===== config.mk =====
export PLATFORM = sky130hd
export DESIGN_NAME = regfile_wr_arbiter
export DESIGN_NICKNAME = d
export VERILOG_FILES = /design/src/rtl/wb_pkg.sv /design/src/rtl/rr_picker.sv /design/src/rtl/regfile_wr_arbiter.sv
export SDC_FILE = /design/constraint.sdc
export NUM_CORES = 1
export LEC_CHECK = 0
export CORE_ASPECT_RATIO = 2
export CORE_MARGIN = 2
export CORE_UTILIZATION = 40
export CTS_BUF_LIST = sky130_fd_sc_hd__clkbuf_16
export DETAILED_ROUTE_END_ITERATION = 10
export PLACE_DENSITY = 0.78
export SETUP_SLACK_MARGIN = 0.15
export SLEW_MARGIN = 10
export SYNTH_ARGS = -nofsm -noshare
export SYNTH_HDL_FRONTEND = slang
export SYNTH_SLANG_ARGS = --single-unit

===== constraint.sdc =====
create_clock -name clk -period 2.4 [get_ports clk]
set_input_delay 0.48 -clock clk [delete_from_list [all_inputs] [get_ports clk]]
set_output_delay 0.48 -clock clk [all_outputs]
set_load 0.05 [all_outputs]

===== src/rtl/wb_pkg.sv =====
// Shared write-back definitions: register index width, requester ids and
// the write-port arbiter state encoding.
package wb_pkg;

  localparam int REG_IDX_W = 5;

  localparam int WB_ALU    = 0;
  localparam int WB_LOAD   = 1;
  localparam int WB_MULDIV = 2;

  typedef enum logic [1:0] {
    ST_IDLE  = 2'd0,
    ST_WRITE = 2'd1,
    ST_DONE  = 2'd2
  } wr_state_t;

endpackage


===== src/rtl/rr_picker.sv =====
// Combinational round-robin selector: grants the first requesting index
// found searching upward from last+1, wrapping modulo N.
module rr_picker #(
  parameter int N  = 3,
  parameter int LW = (N > 1) ? $clog2(N) : 1
) (
  input  logic [N-1:0]  req,
  input  logic [LW-1:0] last,
  output logic [LW-1:0] gnt_id,
  output logic          gnt_valid
);

  int start;
  int cand;

  // A stale pointer outside 0..N-1 behaves as if the last grant was N-1.
  always_comb begin
    gnt_id    = '0;
    gnt_valid = 1'b0;
    start     = (int'(last) >= N) ? (N - 1) : int'(last);
    cand      = 0;
    for (int k = 1; k <= N; k++) begin
      cand = (start + k) % N;
      if (!gnt_valid && req[cand]) begin
        gnt_valid = 1'b1;
        gnt_id    = LW'(cand);
      end
    end
  end

endmodule


===== src/rtl/regfile_wr_arbiter.sv =====
// Round-robin arbiter sharing the single register-file write port among the
// write-back sources, with a bounded wait on the register-file acknowledge.
module regfile_wr_arbiter
  import wb_pkg::*;
#(
  parameter int N       = 3,
  parameter int DW      = 32,
  parameter int TIMEOUT = 15
) (
  input  logic                   clk,
  input  logic                   rst,
  input  logic [N-1:0]           req,
  input  logic [REG_IDX_W*N-1:0] req_idx,
  input  logic [DW*N-1:0]        req_data,
  output logic [N-1:0]           ack,
  output logic                   ack_err,
  output logic                   reg_we,
  output logic [REG_IDX_W-1:0]   reg_idx,
  output logic [DW-1:0]          reg_data,
  input  logic                   reg_wack,
  output logic                   busy,
  output logic                   err_sticky,
  input  logic                   err_clr
);

  localparam int LW = (N > 1) ? $clog2(N) : 1;

  wr_state_t              state;
  logic [LW-1:0]          last;
  logic [LW-1:0]          grant;
  logic [7:0]             wait_cnt;
  logic [LW-1:0]          gnt_id;
  logic                   gnt_valid;
  logic [REG_IDX_W-1:0]   sel_idx;
  logic [DW-1:0]          sel_data;

  function automatic logic [N-1:0] onehot(input logic [LW-1:0] id);
    onehot     = '0;
    onehot[id] = 1'b1;
  endfunction

  rr_picker #(.N(N), .LW(LW)) u_picker (
    .req       (req),
    .last      (last),
    .gnt_id    (gnt_id),
    .gnt_valid (gnt_valid)
  );

  always_comb begin
    sel_idx  = req_idx[REG_IDX_W*int'(gnt_id) +: REG_IDX_W];
    sel_data = req_data[DW*int'(gnt_id) +: DW];
  end

  assign busy = (state != ST_IDLE);

  // Writes to register 0 are dropped but still acknowledged, so the requester
  // sees the same completion handshake without touching the register file.
  always_ff @(posedge clk or posedge rst) begin
    if (rst) begin
      state      <= ST_IDLE;
      last       <= LW'(N - 1);
      grant      <= '0;
      wait_cnt   <= '0;
      ack        <= '0;
      ack_err    <= 1'b0;
      reg_we     <= 1'b0;
      reg_idx    <= '0;
      reg_data   <= '0;
      err_sticky <= 1'b0;
    end else begin
      if (err_clr) begin
        err_sticky <= 1'b0;
      end
      case (state)
        ST_IDLE: begin
          ack     <= '0;
          ack_err <= 1'b0;
          if (gnt_valid) begin
            grant    <= gnt_id;
            reg_idx  <= sel_idx;
            reg_data <= sel_data;
            wait_cnt <= '0;
            if (sel_idx != '0) begin
              reg_we <= 1'b1;
              state  <= ST_WRITE;
            end else begin
              ack   <= onehot(gnt_id);
              state <= ST_DONE;
            end
          end
        end
        ST_WRITE: begin
          if (reg_wack) begin
            reg_we  <= 1'b0;
            ack     <= onehot(grant);
            ack_err <= 1'b0;
            state   <= ST_DONE;
          end else if (wait_cnt == 8'(TIMEOUT - 1)) begin
            reg_we     <= 1'b0;
            ack        <= onehot(grant);
            ack_err    <= 1'b1;
            err_sticky <= 1'b1;
            state      <= ST_DONE;
          end else begin
            wait_cnt <= wait_cnt + 8'd1;
          end
        end
        ST_DONE: begin
          ack     <= '0;
          ack_err <= 1'b0;
          last    <= grant;
          state   <= ST_IDLE;
        end
        default: begin
          state  <= ST_IDLE;
          reg_we <= 1'b0;
          ack    <= '0;
        end
      endcase
    end
  end

endmodule


==> impl_metrics.ini <==
[synth]
synth_area_per_cell_um2 = 8.99
ys_top_cells_by_count = 56 x dfrtp_1, 49 x nor2_1, 48 x nand2_1
synthFlopType = dfrtp_1
synth_seq_cells = 57
synthTopCellsByArea = dfrtp_1 44%, mux2i_1 10%, o21ai_0 6.1%
yosys.area.top_type = dfrtp_1
synthCells = 353
synth_cell_types = 45
async_reset_ff_share_pct = 100
netlist_area_um2 = 3170
synth_nets = 473
ys_warn_count = 0
ys_seq_area_share_pct = 45.0
synth.top_cell.area_share_pct = 44.1
synthMostInstantiatedCell = dfrtp_1
synth-edff-count = 0

[pwr]
p_int_mw = 3.66
p_leak_nw = 2.41
netSwitchingFraction_pct = 45.6
p_total_mw = 6.74
p_switching_mw = 3.07
ir_worst_vdd_mv = 0.758
power.combinational.fraction_pct = 58.0
pwr-share-clk_pct = 17.7
power.density_nw_per_um2 = 1240
pwr-share-seq_pct = 24.3

[cts]
insertion_delay_ns = 0.33
cts_tree = built
cts.sinks = 57
path_clk_slew_ns = 0.05
h-tree-depth = 3
numCtsBuffers = 9
cts_hold_buf = 0
cts_root_buffer = clkbuf_16
cts_buffer_depth = 2

[setup_path]
cpPeakStageDelay_ns = 0.51
crit_start = req[0]
rr_worst_depth = 8
r2r_start = last[0]$_DFFE_PP0P_
worst_path_max_delay_cell = clkdlybuf4s50_1
cp_max_fo = 6
required_ns = 2.67
crit_end = ack[2]$_DFFE_PP0P_
cp.arrival_ns = 2.41
end_kind = flip-flop
r2r-end = state[0]$_DFFE_PP0P_
cpLargestDelayFamily = buffers and inverters
path_buf_inv = 2
crit_chain = clkdlybuf4s50_1, and2b_2, a21boi_4, buf_6, mux2i_4, o21ai_2, nor3_4, a31o_1
crit_type = in2reg
startpoint_type = input port
cp.depth = 8
reg2reg_slack_ns = 0.31

[place]
place_ws_ns = -0.155
port_buffers = 161
place_area_um2 = 4990
place_congestion = 0.815
post-dp-hpwl_um = 6760

[global_routing]
grt_pass1_vias = 3023
grt_max_degree = 68
antenna_found_initial = 0
overflow = 0
track_usage_pct = 22.2
grt_pass1_wl_um = 14500

[hold_path]
hp-class = reg2reg

[final_layout]
diodes = 0
area_delta_synth_final_pct = 70.5
final_util_pct = 69.1
fin_area_um2 = 5410
drive_gt1_share_pct = 10.7
num-nets-final = 647

[drt]
drtIter0Drc = 141
ant_nets = 0
vias_per_cell = 5.04
num_vias = 3159
wl_per_cell_um = 15.0
drc = 0
dr.pass1.iters = 4
wirelength_um = 9410

[floorplan]
die-width_um = 67.0
start_util_pct = 40.6
fp.coreArea_um2 = 7830
fp.dieH_um = 130
dieArea_um2 = 8710
io_pins = 162
fp-row-count = 46

[run_status]
status = finished clean

[sta]
rsz0062_at_grt = true
worst_slew_pin_slew_ns = 1.15
finalClockSkew_ns = 0.00449
setup_viol = 0
hold_ws_ns = 0.474
finalCriticalPeriod_ns = 2.14
drv_slew = 0
max_slew_margin_pct = 23.1
hold_viol = 0
period_share_pct = 89.3
timing.final.ws_setup_ns = 0.257
fmax_mhz = 467

[run]
cap_violations = 0
==> power by group through the flow <==
| stage | Combinational (mW) | Clock (mW) | Sequential (mW) |
|---|---|---|---|
| 2_1_floorplan | 1.31 | 0 | 2.75 |
| 3_3_place_gp | 3.71 | 0 | 1.63 |
| 3_5_place_dp | 3.74 | 0 | 1.65 |
| 4_1_cts | 3.75 | 1.21 | 1.64 |
| 5_1_grt | 4.20 | 1.25 | 1.69 |
| 6_report | 3.90 | 1.20 | 1.64 |
==> layer usage <==
| layer | global-route usage, % | routed length (µm) | vias to the layer above |
|---|---|---|---|
| met5 | 0 | 0 | - |
| met4 | 7.32 | 117 | 0 |
| met3 | 9.66 | 981 | 5 |
| met2 | 35.5 | 4760 | 154 |
| met1 | 26.8 | 3550 | 1422 |
| li1 | - | - | 1578 |
==> worst min-delay path by stage <==
stage	startpoint	endpoint	slack [ns]	cells after the start
CTS	reg_data[16]$_DFFE_PP0P_	reg_data[16]$_DFFE_PP0P_	0.48	2
global route	reg_data[24]$_DFFE_PP0P_	reg_data[24]$_DFFE_PP0P_	0.50	2
detailed placement	reg_data[16]$_DFFE_PP0P_	reg_data[16]$_DFFE_PP0P_	0.47	2
finish	reg_data[19]$_DFFE_PP0P_	reg_data[19]$_DFFE_PP0P_	0.47	2
global placement	reg_data[11]$_DFFE_PP0P_	reg_data[11]$_DFFE_PP0P_	0.46	2
floorplan	wait_cnt[7]$_DFFE_PP0P_	wait_cnt[7]$_DFFE_PP0P_	0.50	2
==> cells by family (layout without fill, tap and decap cells) <==
kind of cell	Yosys count	count (layout)	share of synthesized area, %
buffers and inverters	26	204	3.94
AND/OR/NAND/NOR	130	130	19.3
XOR/XNOR	6	6	1.66
adder cells (fa/ha/maj)	2	2	0.788
AO/OA/AOI/OAI	97	97	18.2
multiplexers	35	35	11.1
flip-flops	57	57	45.0
==> final cells by class <==
class,instances,area (µm²)
inverter,4,15.0
clock inverter,6,51.3
timing repair buffer,185,1900
tap,96,120
clock buffer,9,225
fill,643,2410
sequential,57,1430
multi-input combinational,270,1670
==> state kept, by name, summed over array words and instances, names as in the netlist <==
signal and flops:
reg_data 32, wait_cnt 8, reg_idx 5, ack 3, grant 2, last 2
state 2, ack_err 1, err_sticky 1, reg_we 1
==> through the flow <==
step	TNS, ns	instances
floorplan	0	353
global placement	-1.43	605
detailed placement	-2.58	605
CTS	0	620
global route	0	627
finish	0	627
==> worst register-to-register path: stages (launching register included) <==
cell and delay (ns):
dfrtp_1 0.38, or3b_4 0.40, a21boi_4 0.17, buf_6 0.15
buf_4 0.14, o2bb2ai_4 0.17, nand4_4 0.16, nor4_2 0.28
o21ai_0 0.10
==> cell usage in the layout, fill, tap and decap left out, drive strengths merged, types with 4 or more instances in the layout <==
cell type,netlist,routed
nor2b,5,5
o21ai,40,40
buf,9,22
dfrtp,56,56
inv,4,5
nand4,6,6
a21oi,36,36
clkinv,0,4
xor2,6,6
a31oi,4,4
mux2i,33,33
clkbuf,13,11
o211ai,4,4
nor3,6,6
clkdlybuf4s50,0,158
o2bb2ai,5,5
nor2,49,49
nand2,48,48
==> timing repair <==
item                       in CTS  in global routing
cloned                          0                  2
gates resized for setup         1                 13
setup endpoints to repair       1                 34
pin swaps                       0                  6
setup buffers                   0                  5
Note: power is estimated with default switching activity, not from simulation.
